**src/rtl/fnd_pkg.sv**
```systemverilog
// Shared constants for the 7-segment scan driver: fonts, blank codes, FSM states.
package fnd_pkg;

  typedef enum logic {
    BLANK = 1'b0,
    SHOW  = 1'b1
  } state_t;

  // Active-low fonts {dp,g,f,e,d,c,b,a} with the decimal point off
  localparam logic [7:0] FONT_0 = 8'hC0;
  localparam logic [7:0] FONT_1 = 8'hF9;
  localparam logic [7:0] FONT_2 = 8'hA4;
  localparam logic [7:0] FONT_3 = 8'hB0;
  localparam logic [7:0] FONT_4 = 8'h99;
  localparam logic [7:0] FONT_5 = 8'h92;
  localparam logic [7:0] FONT_6 = 8'h82;
  localparam logic [7:0] FONT_7 = 8'hF8;
  localparam logic [7:0] FONT_8 = 8'h80;
  localparam logic [7:0] FONT_9 = 8'h90;
  localparam logic [7:0] FONT_A = 8'h88;
  localparam logic [7:0] FONT_B = 8'h83;
  localparam logic [7:0] FONT_C = 8'hC6;
  localparam logic [7:0] FONT_D = 8'hA1;
  localparam logic [7:0] FONT_E = 8'h86;
  localparam logic [7:0] FONT_F = 8'h8E;

  localparam logic [7:0] FONT_BLANK = 8'hFF;
  localparam logic [6:0] SEG_OFF    = 7'h7F;
  localparam logic [3:0] AN_OFF     = 4'b1111;

  // One-hot-low anode pattern for a digit index
  function automatic logic [3:0] an_for(input logic [1:0] sel);
    return ~(4'b0001 << sel);
  endfunction

endpackage

```
**src/rtl/fnd_font_decoder.sv**
```systemverilog
// Combinational hex digit to active-low segment pattern {g,f,e,d,c,b,a}.
module fnd_font_decoder
  import fnd_pkg::*;
(
  input  logic [3:0] digit,
  output logic [6:0] seg
);

  // Font lookup; dp is handled by the caller
  always_comb begin
    seg = SEG_OFF;
    case (digit)
      4'h0: seg = FONT_0[6:0];
      4'h1: seg = FONT_1[6:0];
      4'h2: seg = FONT_2[6:0];
      4'h3: seg = FONT_3[6:0];
      4'h4: seg = FONT_4[6:0];
      4'h5: seg = FONT_5[6:0];
      4'h6: seg = FONT_6[6:0];
      4'h7: seg = FONT_7[6:0];
      4'h8: seg = FONT_8[6:0];
      4'h9: seg = FONT_9[6:0];
      4'hA: seg = FONT_A[6:0];
      4'hB: seg = FONT_B[6:0];
      4'hC: seg = FONT_C[6:0];
      4'hD: seg = FONT_D[6:0];
      4'hE: seg = FONT_E[6:0];
      4'hF: seg = FONT_F[6:0];
      default: seg = SEG_OFF;
    endcase
  end

endmodule

```
**src/rtl/fnd_scan_driver.sv**
```systemverilog
// 4-digit 7-segment scan driver with anti-ghosting dead time, leading-zero
// blanking and blinking decimal points. All outputs are registered.
module fnd_scan_driver
  import fnd_pkg::*;
#(
  parameter int CLK_FREQ    = 100_000_000,
  parameter int DEAD_CYCLES = 1000,
  parameter int BLINK_HZ    = 2
) (
  input  logic        clk,
  input  logic        rst,
  input  logic [1:0]  fnd_sel,
  input  logic [15:0] fnd_data,
  input  logic [3:0]  dot_en,
  input  logic        dot_blink,
  input  logic        lz_blank_en,
  output logic [3:0]  fnd_an,
  output logic [7:0]  fnd_font
);

  localparam int HALF   = CLK_FREQ / (2 * BLINK_HZ);
  localparam int HALF_P = (HALF < 1) ? 1 : HALF;
  localparam int BW     = (HALF_P > 1) ? $clog2(HALF_P) : 1;
  localparam int CW     = (DEAD_CYCLES > 1) ? $clog2(DEAD_CYCLES) : 1;

  localparam logic [BW-1:0] BLINK_LAST = BW'(HALF_P - 1);
  localparam logic [CW-1:0] CNT_LAST   = CW'((DEAD_CYCLES > 0) ? DEAD_CYCLES - 1 : 0);

  state_t        state, state_n;
  logic [1:0]    sel_q;
  logic [1:0]    cur_sel, cur_sel_n;
  logic [1:0]    blank_sel, blank_sel_n;
  logic [CW-1:0] cnt, cnt_n;
  logic [BW-1:0] blink_cnt;
  logic          blink_phase;
  logic [3:0]    an_n;
  logic [7:0]    font_n;

  logic [3:0]    digit;
  logic [6:0]    seg;
  logic          lead_blank;
  logic          dp_lit;
  logic [3:0]    show_an;
  logic [7:0]    show_font;

  // Whenever a digit is shown its index equals sel_q, so one decoder suffices
  assign digit = fnd_data[{sel_q, 2'b00} +: 4];

  fnd_font_decoder u_dec (
    .digit (digit),
    .seg   (seg)
  );

  // Leading-zero detection and dot gating for the digit about to be shown
  always_comb begin
    lead_blank = 1'b0;
    case (sel_q)
      2'd3:    lead_blank = (fnd_data[15:12] == 4'h0);
      2'd2:    lead_blank = (fnd_data[15:8]  == 8'h00);
      2'd1:    lead_blank = (fnd_data[15:4]  == 12'h000);
      default: lead_blank = 1'b0;
    endcase
    lead_blank = lead_blank & lz_blank_en;
    dp_lit     = dot_en[sel_q] & (~dot_blink | blink_phase);
    show_an    = an_for(sel_q);
    show_font  = {~dp_lit, lead_blank ? SEG_OFF : seg};
  end

  // Next-state and next-output logic for the BLANK/SHOW scan FSM
  always_comb begin
    state_n     = state;
    cur_sel_n   = cur_sel;
    blank_sel_n = blank_sel;
    cnt_n       = cnt;
    an_n        = AN_OFF;
    font_n      = FONT_BLANK;
    case (state)
      SHOW: begin
        if (sel_q == cur_sel) begin
          an_n   = show_an;
          font_n = show_font;
        end else if (DEAD_CYCLES == 0) begin
          cur_sel_n = sel_q;
          an_n      = show_an;
          font_n    = show_font;
        end else begin
          state_n     = BLANK;
          blank_sel_n = sel_q;
          cnt_n       = '0;
        end
      end
      default: begin
        if (sel_q != blank_sel) begin
          blank_sel_n = sel_q;
          cnt_n       = '0;
        end else if ((DEAD_CYCLES == 0) || (cnt == CNT_LAST)) begin
          state_n   = SHOW;
          cur_sel_n = sel_q;
          an_n      = show_an;
          font_n    = show_font;
        end else begin
          cnt_n = cnt + 1'b1;
        end
      end
    endcase
  end

  // FSM state, dead-time counter, sampled select and registered outputs
  always_ff @(posedge clk or negedge rst) begin
    if (!rst) begin
      state     <= BLANK;
      sel_q     <= 2'd0;
      cur_sel   <= 2'd0;
      blank_sel <= 2'd0;
      cnt       <= '0;
      fnd_an    <= AN_OFF;
      fnd_font  <= FONT_BLANK;
    end else begin
      state     <= state_n;
      sel_q     <= fnd_sel;
      cur_sel   <= cur_sel_n;
      blank_sel <= blank_sel_n;
      cnt       <= cnt_n;
      fnd_an    <= an_n;
      fnd_font  <= font_n;
    end
  end

  // Free-running blink timebase, independent of the scan FSM
  always_ff @(posedge clk or negedge rst) begin
    if (!rst) begin
      blink_cnt   <= '0;
      blink_phase <= 1'b1;
    end else if (blink_cnt == BLINK_LAST) begin
      blink_cnt   <= '0;
      blink_phase <= ~blink_phase;
    end else begin
      blink_cnt <= blink_cnt + 1'b1;
    end
  end

endmodule

```
**config.mk**
```make
export PLATFORM = sky130hd
export DESIGN_NAME = fnd_scan_driver
export DESIGN_NICKNAME = d
export VERILOG_FILES = /design/src/rtl/fnd_pkg.sv /design/src/rtl/fnd_font_decoder.sv /design/src/rtl/fnd_scan_driver.sv
export SDC_FILE = /design/constraint.sdc
export NUM_CORES = 1
export LEC_CHECK = 0
export ABC_AREA = 1
export ABC_CLOCK_PERIOD_IN_PS = 1600
export CAP_MARGIN = 20
export CELL_PAD_IN_SITES_DETAIL_PLACEMENT = 0
export CELL_PAD_IN_SITES_GLOBAL_PLACEMENT = 2
export CORE_UTILIZATION = 29
export DETAILED_ROUTE_END_ITERATION = 8
export PLACE_DENSITY = 0.86
export SKIP_LAST_GASP = 1
export SLEW_MARGIN = 10
export SYNTH_ARGS = -nofsm -noshare
export SYNTH_HDL_FRONTEND = slang
export SYNTH_SLANG_ARGS = --single-unit
```
**constraint.sdc**
```tcl
create_clock -name clk -period 1.6 [get_ports clk]
set_input_delay 0.32 -clock clk [delete_from_list [all_inputs] [get_ports clk]]
set_output_delay 0.32 -clock clk [all_outputs]
set_load 0.05 [all_outputs]
```
==> results of run 1 <==
-- worst max-delay path by stage --
stage	endpoint	cells after the start	start	slack (ps)
4_1_cts	fnd_font[6]	9	sel_q[0]	-10
3_5_place_dp	fnd_font[5]	12	fnd_data[5]	-370
3_3_place_gp	fnd_font[3]	12	fnd_data[5]	-310
2_1_floorplan	fnd_font[0]	11	sel_q[0]	8
5_1_grt	fnd_font[3]	11	sel_q[0]	-110
6_report	fnd_font[3]	10	sel_q[0]	-60
-- power by group through the flow --
| stage | combinational (uW) | clock, uW | sequential (uW) |
|---|---|---|---|
| global placement | 336 | 0 | 1440 |
| CTS | 372 | 1270 | 1410 |
| detailed placement | 337 | 0 | 1440 |
| finish | 474 | 1230 | 1410 |
| floorplan | 164 | 0 | 1430 |
| global route | 518 | 1330 | 1410 |
-- per-stage QoR --
step / instances / instance area [um2] / hold WS, ps / setup TNS, ps
after floorplan: 475 / 3370 / 24.4 / 0
final: 712 / 4970 / 455 / -138
after global routing: 712 / 4970 / 469 / -819
after detailed placement: 683 / 4270 / 277 / -2330
after CTS: 699 / 4560 / 451 / -28.2
after global placement: 683 / 4270 / 264 / -1950
-- worst max-delay path, stage by stage, from the launching register on --
cell	delay, ps
sky130_fd_sc_hd__dfrtp_2	480
sky130_fd_sc_hd__buf_6	150
sky130_fd_sc_hd__nor2_4	140
sky130_fd_sc_hd__nand2_1	90
sky130_fd_sc_hd__nand2_2	100
sky130_fd_sc_hd__nor2_4	50
sky130_fd_sc_hd__buf_6	110
sky130_fd_sc_hd__ha_4	260
sky130_fd_sc_hd__nand2_2	60
sky130_fd_sc_hd__nand3_2	90
sky130_fd_sc_hd__nand3_2	70
-- cell families (layout without fill, tap and decap cells) --
group                    after synthesis  count (layout)
buffers and inverters                 66             163
adder cells (fa/ha/maj)                8               8
flip-flops                            55              55
AND/OR/NAND/NOR                      311             311
AO/OA/AOI/OAI                         24              24
XOR/XNOR                              11              11
-- what timing repair did --
item | in CTS | in global routing
setup buffers | 7 | 13
hold buffers | 1 | 0
pin swaps | 7 | 35
setup endpoints to repair | 20 | 35
cloned | 0 | 1
hold endpoints to repair | 11 | 0
gates resized for setup | 16 | 85
-- placed cells by master, fill, tap and decap left out, types with 13 or more instances in the layout --
cell	netlist	final
sky130_fd_sc_hd__buf_12	0	14
sky130_fd_sc_hd__buf_4	3	39
sky130_fd_sc_hd__buf_6	1	13
sky130_fd_sc_hd__clkdlybuf4s50_1	0	24
sky130_fd_sc_hd__dfrtp_1	42	40
sky130_fd_sc_hd__dfstp_2	13	13
sky130_fd_sc_hd__inv_1	53	48
sky130_fd_sc_hd__nand2_1	156	130
sky130_fd_sc_hd__nand2_2	2	25
sky130_fd_sc_hd__nand3_1	44	32
sky130_fd_sc_hd__nand3_2	3	14
sky130_fd_sc_hd__nor2_1	61	56
sky130_fd_sc_hd__nor2_4	4	13
-- state kept, by name, indices dropped and copies added, names as in the netlist --
signal,flops
blink_phase,1
blank_sel,2
blink_cnt,25
fnd_font,8
state,1
fnd_an,4
cur_sel,2
sel_q,2
cnt,10
-- area by class of cell --
type | instances | share of cell area (%)
Inverter | 62 | 4.91
Clock buffer | 7 | 3.30
Timing Repair Buffer | 93 | 19.9
Multi-Input combinational cell | 354 | 40.2
Tap cell | 140 | 3.53
Sequential cell | 55 | 28.1
Clock inverter | 1 | 0.101
-- layer usage --
layer  vias up  share of wire [%]  global-route usage, %
met5         -                  0                      0
met1      1512                 44                   19.5
met2        94                 50                   26.8
met3        14                4.3                   2.73
li1       1684                  -                      -
met4         0                1.6                   5.52
==> Implementation_results.wiki, run 1 <==
{| class="wikitable"
! Metric !! Value
|-
| Switching power share of the total || 24.8%
|-
| Required @ worst endpoint || 1830 ps
|-
| Initial Utilization || 30.4%
|-
| Total half-perimeter wirelength after legalization and detailed placement || 6530 um
|-
| Status || finished, violations left
|-
| Count leader, synth || sky130_fd_sc_hd__nand2_1
|-
| Worst endpoint data arrival time || 1890 ps
|-
| Number of cells produced by synthesis || 475
|-
| All-layer global routing usage || 15.6%
|-
| Setup repair after global routing missed its margin || yes
|-
| Chip Width || 110 um
|-
| CTS tree || done
|-
| Count of synthesis-stage warnings from yosys || 0
|-
| Top cell types by occurrence after synthesis || 156 x sky130_fd_sc_hd__nand2_1, 61 x sky130_fd_sc_hd__nor2_1, 53 x sky130_fd_sc_hd__inv_1
|-
| Setup Viol. Count Final || 4
|-
| Endpoint with the worst hold slack || sel_q[1]
|-
| Maximum number of pins on one net before global-route repair || 42
|-
| Largest clock skew in the final design || 10.2 ps
|-
| Proportion of synthesized area in mux cells || 0%
|-
| Clock transition at the registers of the reported paths || 70 ps
|-
| Overflow after GRT || 0
|-
| Hold Crit Depth || 1
|-
| Reg-to-reg startpoint || sel_q[0]
|-
| Count of unresolved DRC violations after routing || 0
|-
| Cell types occupying the most area after synthesis || sky130_fd_sc_hd__dfrtp_1 31%, sky130_fd_sc_hd__nand2_1 17%, sky130_fd_sc_hd__dfstp_2 10%
|-
| Clock network fraction of design power || 39.4%
|-
| Final hold violation count || 0
|-
| Count of buffers inserted at the top-level ports || 37
|-
| Vias in the first global route || 3,177
|-
| First-pass GRT wire length || 14,600 um
|-
| Initial antenna violation count || 0
|-
| Source of the worst hold timing path || fnd_sel[1]
|-
| Overall power consumption || 3110 uW
|-
| Total via count in the routed design || 3,304
|-
| Maximum count of clock buffers along a single path || 2
|-
| Final period demand of the worst path || 1660 ps
|-
| Post-route antenna net violation count || 0
|-
| Logic pwr share || 15.2%
|-
| Share of final-layout standard cells stronger than drive strength 1 || 31.8%
|-
| Synth Area in Simple Gates || 41.0%
|-
| Post-synthesis instance area || 3370 um2
|-
| Multi-input combinational cell area || 2000 um2
|-
| Largest vdd supply drop || 0.000360 V
|-
| Worst Setup Path Type || reg -> reg
|-
| Drt wl/cell || 12.8 um
|-
| Setup crit start kind || flop
|-
| Async SR Flop Fraction || 100%
|-
| Final core area utilization || 44.8%
|-
| Top cell type's share of synthesized area || 31.2%
|-
| Final cycle utilization of the critical path || 104%
|-
| Ratio of total power to cell area || 627 nW/um2
|-
| Total nets after synthesis || 509
|-
| Register-to-register path setup slack || -60 ps
|-
| Complex-gate fraction of the synthesized area || 3.86%
|-
| Footprint of the flip-flops and latches || 1400 um2
|-
| Main combinational cell family by area after synthesis || simple AND/OR/NAND/NOR gates
|-
| Nets@finish || 605
|-
| TritonCTS Buffers || 5
|-
| Leak pwr || 0.00228 uW
|-
| Die boundary height || 110 um
|-
| Violations in the final reports || setup timing
|-
| ANT cells || 0
|-
| Detailed Route Iter0 Violations || 144
|-
| Die area || 12,000 um2
|-
| Standard cell core area || 11,100 um2
|-
| Number of core rows || 38
|-
| Synthesis-to-layout area growth || 47.6%
|-
| Critical Path Fanout Max || 6
|-
| Most frequently used flop master after synthesis || sky130_fd_sc_hd__dfrtp_1
|-
| Internal Pwr Total || 2340 uW
|-
| Routability cong. || 0.886
|-
| Actual transition at the worst max-transition pin || 400 ps
|-
| Worst max-slew margin expressed relative to the limit || 73.3%
|-
| Number of top-level design ports || 38
|-
| Number of distinct standard cells referenced by the synthesized netlist || 32
|-
| Final Routed Wirelength || 9080 um
|-
| Kind of capture point of the worst setup path || flop
|-
| Fill cell instance count of the final layout || 1,113
|-
| H-tree depth reported by CTS || 2
|-
| Max Clock Freq || 0.602 GHz
|-
| Arithmetic-cell share of the synthesized area counting full adders, half adders and majority gates || 2.97%
|-
| Sequential group share of total power || 45.3%
|-
| Source-to-sink clock delay at the later pin of the worst-skew pair || 300 ps
|-
| Root buffer cell || sky130_fd_sc_hd__clkbuf_16
|-
| Net switching power || 773 uW
|-
| Mean cell area of the mapped netlist || 7.09 um2
|-
| Capture instance of the worst register-to-register path || fnd_font[3]
|-
| Min-delay worst type || in -> reg
|-
| Post-place setup slack || -369 ps
|-
| Sequential share of the synthesized area || 41.4%
|-
| Number of sinks on the clock net || 55
|-
| Xor-xnor portion of the synthesized cell area || 2.86%
|-
| TritonRoute pass-1 iters || 4
|-
| EDFF count, synth || 0
|-
| Pins over their slew limit || 0
|-
| Routed vias/inst || 4.64
|-
| Post-synthesis register bit count || 55
|-
| FF-to-FF path depth || 10
|-
| Setup WS post-layout || -60.2 ps
|-
| Area leader, netlist || sky130_fd_sc_hd__dfrtp_1
|-
| # Max-Cap Violations || 0
|}
Power figures use the tool's default switching activity.
==> inputs of run 2 (changes only) <==
- ABC_AREA: 1 -> 0
- CAP_MARGIN: 20 -> default
- CORE_UTILIZATION: 29 -> 32
- REMOVE_ABC_BUFFERS: default -> 1
==> run 2 against run 1 <==
The flow finishes with violations (hold timing, setup timing). Routed wire length down 26%. Non-clock buffer count up 28. Power down 10%. Synthesized cell count down 41%. Sequential power about the same. Sequential cell count unchanged. Critical endpoint unchanged. Cell count down 29%. Critical path depth down 4. Clock-buffer cell count down 1. Cell area down 9.8%. Via count down 26%. Synthesized area down 14%.
==> Implementation_results.wiki, run 2 <==
{| class="wikitable"
! Metric !! Value
|-
| Number of flip-flops in the largest register || 25 (unchanged)
|-
| TritonRoute pass-1 iters || 4 (unchanged)
|-
| Async SR Flop Fraction || 100% (unchanged)
|-
| Maximum single-stage delay on the critical path || 620 ps (was 480 ps)
|-
| Top cell type's share of synthesized area || 36.4% (was 31.2%)
|-
| Number of distinct standard cells referenced by the synthesized netlist || 45 (was 32)
|-
| Drt wl/cell || 13.3 um (was 12.8 um)
|-
| Number of top-level design ports || 38 (unchanged)
|-
| Setup total negative slack || -4490 ps (was -138 ps)
|-
| Post-place setup slack || -758 ps (was -369 ps)
|-
| All-layer global routing usage || 14.4% (was 15.6%)
|-
| Regs by FF count || blink_cnt x25, cnt x10, fnd_font x8 (unchanged)
|-
| Total half-perimeter wirelength after legalization and detailed placement || 4860 um (was 6530 um)
|-
| Post-route cell area || 4480 um2 (was 4970 um2)
|-
| Clock transition at the registers of the reported paths || 100 ps (was 70 ps)
|-
| Final Routed Wirelength || 6760 um (was 9080 um)
|-
| Initial Utilization || 33.1% (was 30.4%)
|-
| Max Clock Freq || 0.505 GHz (was 0.602 GHz)
|-
| Kind of capture point of the worst setup path || flop (unchanged)
|-
| Most common cell after layout, fill and taps aside || sky130_fd_sc_hd__buf_4 (was sky130_fd_sc_hd__nand2_1)
|-
| Register containing the most flip-flops in the final layout || blink_cnt (unchanged)
|-
| ANT cells || 0 (unchanged)
|-
| Placed cell area || 4020 um2 (was 4270 um2)
|-
| Worst max-slew margin expressed relative to the limit || 76.3% (was 73.3%)
|-
| First-pass GRT wire length || 11,200 um (was 14,600 um)
|-
| Sequential share of the synthesized area || 48.3% (was 41.4%)
|-
| Number of core rows || 34 (was 38)
|-
| Synthesis-to-layout area growth || 55.3% (was 47.6%)
|-
| Source-to-sink clock delay at the later pin of the worst-skew pair || 300 ps (about the same)
|-
| Setup repair after global routing missed its margin || yes (unchanged)
|-
| Initial antenna violation count || 0 (unchanged)
|-
| Area leader, netlist || sky130_fd_sc_hd__dfrtp_1 (unchanged)
|-
| Setup crit start kind || flop (unchanged)
|-
| Post-route antenna net violation count || 0 (unchanged)
|-
| Routed vias/inst || 4.84 (was 4.64)
|-
| Overflow after GRT || 0 (unchanged)
|-
| Worst endpoint data arrival time || 2230 ps (was 1890 ps)
|-
| H-tree depth reported by CTS || 2 (unchanged)
|-
| Count leader, synth || sky130_fd_sc_hd__dfrtp_1 (was sky130_fd_sc_hd__nand2_1)
|-
| Violations in the final reports || hold timing, setup timing (was setup timing)
|-
| Leak pwr || 0.00196 uW (was 0.00228 uW)
|-
| Total via count in the routed design || 2,454 (was 3,304)
|-
| Hold Buf Count CTS || 0 (was 1)
|-
| Cell types occupying the most area after synthesis || sky130_fd_sc_hd__dfrtp_1 36%, sky130_fd_sc_hd__dfstp_2 12%, sky130_fd_sc_hd__xor2_1 5.2% (was sky130_fd_sc_hd__dfrtp_1 31%, sky130_fd_sc_hd__nand2_1 17%, sky130_fd_sc_hd__dfstp_2 10%)
|-
| TritonCTS Buffers || 5 (unchanged)
|-
| Final hold violation count || 2 (was 0)
|-
| Pins over their slew limit || 0 (unchanged)
|-
| Top cell types by occurrence after synthesis || 42 x sky130_fd_sc_hd__dfrtp_1, 34 x sky130_fd_sc_hd__nand2_1, 26 x sky130_fd_sc_hd__nor2_1 (was 156 x sky130_fd_sc_hd__nand2_1, 61 x sky130_fd_sc_hd__nor2_1, 53 x sky130_fd_sc_hd__inv_1)
|-
| Worst Setup Path Type || reg -> reg (unchanged)
|-
| Mean cell area of the mapped netlist || 10.4 um2 (was 7.09 um2)
|-
| Die boundary height || 97.0 um (was 110 um)
|-
| Count of unresolved DRC violations after routing || 0 (unchanged)
|-
| Cells after DPL || 486 (was 683)
|-
| Setup WS post-layout || -380 ps (was -60.2 ps)
|-
| Setup Viol. Count Final || 29 (was 4)
|-
| Cell occurring most often along the worst timing path || sky130_fd_sc_hd__mux4_2
|-
| Top Family by Delay on Critical Path || multiplexers (was simple AND/OR/NAND/NOR gates)
|-
| Vias in the first global route || 2,518 (was 3,177)
|-
| Worst path cell trace || mux4_2, inv_4, ha_4, inv_2, mux4_2, nand2b_4 (was buf_6, nor2_4, nand2_1, nand2_2, nor2_4, buf_6, ha_4, nand2_2, nand3_2, nand3_2)
|-
| Final period demand of the worst path || 1980 ps (was 1660 ps)
|-
| Maximum count of clock buffers along a single path || 2 (unchanged)
|-
| Ratio of total power to cell area || 624 nW/um2 (was 627 nW/um2)
|-
| Die area || 9400 um2 (was 12,000 um2)
|-
| Count of buffers inserted at the top-level ports || 37 (unchanged)
|-
| Sum of buffers and inverters on the critical path || 2 (unchanged)
|-
| Share of final-layout standard cells stronger than drive strength 1 || 43.1% (was 31.8%)
|-
| Most frequent cells in the layout || 74 x sky130_fd_sc_hd__buf_4, 40 x sky130_fd_sc_hd__dfrtp_1, 32 x sky130_fd_sc_hd__nand2_1 (was 130 x sky130_fd_sc_hd__nand2_1, 56 x sky130_fd_sc_hd__nor2_1, 48 x sky130_fd_sc_hd__inv_1)
|-
| Nets@finish || 432 (was 605)
|-
| Min-delay worst type || in -> async (was in -> reg)
|-
| Root buffer cell || sky130_fd_sc_hd__clkbuf_8 (was sky130_fd_sc_hd__clkbuf_16)
|-
| Actual transition at the worst max-transition pin || 355 ps (was 400 ps)
|-
| Count of synthesis-stage warnings from yosys || 0 (unchanged)
|-
| Most frequently used flop master after synthesis || sky130_fd_sc_hd__dfrtp_1 (unchanged)
|-
| # Max-Cap Violations || 0 (unchanged)
|-
| Post-synthesis register bit count || 55 (unchanged)
|-
| Required @ worst endpoint || 1850 ps (was 1830 ps)
|-
| Chip Width || 97.0 um (was 110 um)
|-
| Final cycle utilization of the critical path || 124% (was 104%)
|-
| Status || finished, violations left (unchanged)
|-
| Detailed Route Iter0 Violations || 55 (was 144)
|-
| Count of cell instances traversed by the critical path || 6 (was 10)
|-
| Post-synthesis instance area || 2890 um2 (was 3370 um2)
|-
| Largest vdd supply drop || 0.000376 V (was 0.000360 V)
|-
| Critical Path Fanout Max || 4 (was 6)
|-
| Minimum hold slack || -0.680 ps (was 455 ps)
|-
| Fin cells || 507 (was 712)
|-
| FF-to-FF path depth || 6 (was 10)
|-
| Routability cong. || 0.777 (was 0.886)
|-
| CTS tree || done (unchanged)
|-
| Cell with the largest stage delay on the worst path || sky130_fd_sc_hd__mux4_2 (was sky130_fd_sc_hd__dfrtp_2)
|-
| Standard cell core area || 8720 um2 (was 11,100 um2)
|-
| Number of sinks on the clock net || 55 (unchanged)
|-
| Number of cells produced by synthesis || 278 (was 475)
|-
| EDFF count, synth || 0 (unchanged)
|-
| Maximum number of pins on one net before global-route repair || 56 (was 42)
|-
| Largest clock skew in the final design || 8.14 ps (was 10.2 ps)
|}
run 2: cell count changes after synthesis, sizes merged, moves of 5 or more:
cell,previous run,this run
inv,60,7
nor3,12,6
mux4,0,5
nor4,0,8
o21ai,18,9
nand2b,0,6
mux2i,0,6
nand3,47,25
xnor2,1,13
xor2,10,17
nand4,13,5
nand2,158,34
nor2,75,26
run 2: per-layer routing:
layer	GRT usage, %	wire [um]
met4	4.59	72
met1	18.6	3070
met5	0	0
met2	24.8	3420
met3	2.17	192
run 2: worst register-to-register path, cell delays in order (launching register included):
cell,delay [ps]
sky130_fd_sc_hd__dfrtp_2,430
sky130_fd_sc_hd__mux4_2,620
sky130_fd_sc_hd__inv_4,130
sky130_fd_sc_hd__ha_4,140
sky130_fd_sc_hd__inv_2,30
sky130_fd_sc_hd__mux4_2,430
sky130_fd_sc_hd__nand2b_4,150
run 2: final cells by class:
| cell class | instances | area [um2] |
|---|---|---|
| clock buffers | 6 | 82.6 |
| clock inverters | 2 | 35.0 |
| fillers | 765 | 4240 |
| inverters | 7 | 36.3 |
| multi-input cells | 208 | 1620 |
| flip-flops and latches | 55 | 1400 |
| well taps | 108 | 135 |
| repair buffers | 121 | 1180 |
run 2: cells by family (layout without fill, tap and decap cells):
kind of cell    Yosys count  after routing  synth area share [%]
flops                    55             55                  48.3
simple gates            129            129                  22.5
xor+xnor                 30             30                  9.11
fa+ha+maj                 8              8                  3.47
compound gates           27             27                  6.85
mux                      14             14                  7.16
buf+inv                  15            136                  2.60
run 2: through the flow:
step | utilization [%] | total power [uW]
CTS | 49.5 | 2810
global route | 51.4 | 2920
detailed placement | 46.0 | 1810
finish | 51.4 | 2800
global placement | 46.0 | 1800
floorplan | - | 1590
run 2: path summary, 6_finish.rpt:
path	slack, ps	from	endpoint
setup / recovery	-380	sel_q[1]	fnd_font[3]
hold / removal	-0.7	rst	sel_q[0]
setup reg to reg	-380	sel_q[1]	fnd_font[3]
hold reg to reg	470	blink_cnt[22]	blink_cnt[22]
max in group asynchronous	1300	rst	fnd_font[7]
min in group clk	450	fnd_sel[0]	sel_q[0]
run 2: report_power, final:
group	internal [uW]	switching [uW]	leakage, uW
sequential	1400	10.1	0.000697
clock	507	449	0.0000612
combinational	229	200	0.00120
run 2: what timing repair did:
action	CTS	global route
setup buffers	6	7
hold endpoints to repair	0	0
pin swaps	23	12
endpoints found under the setup margin	41	41
gates resized for setup	37	25
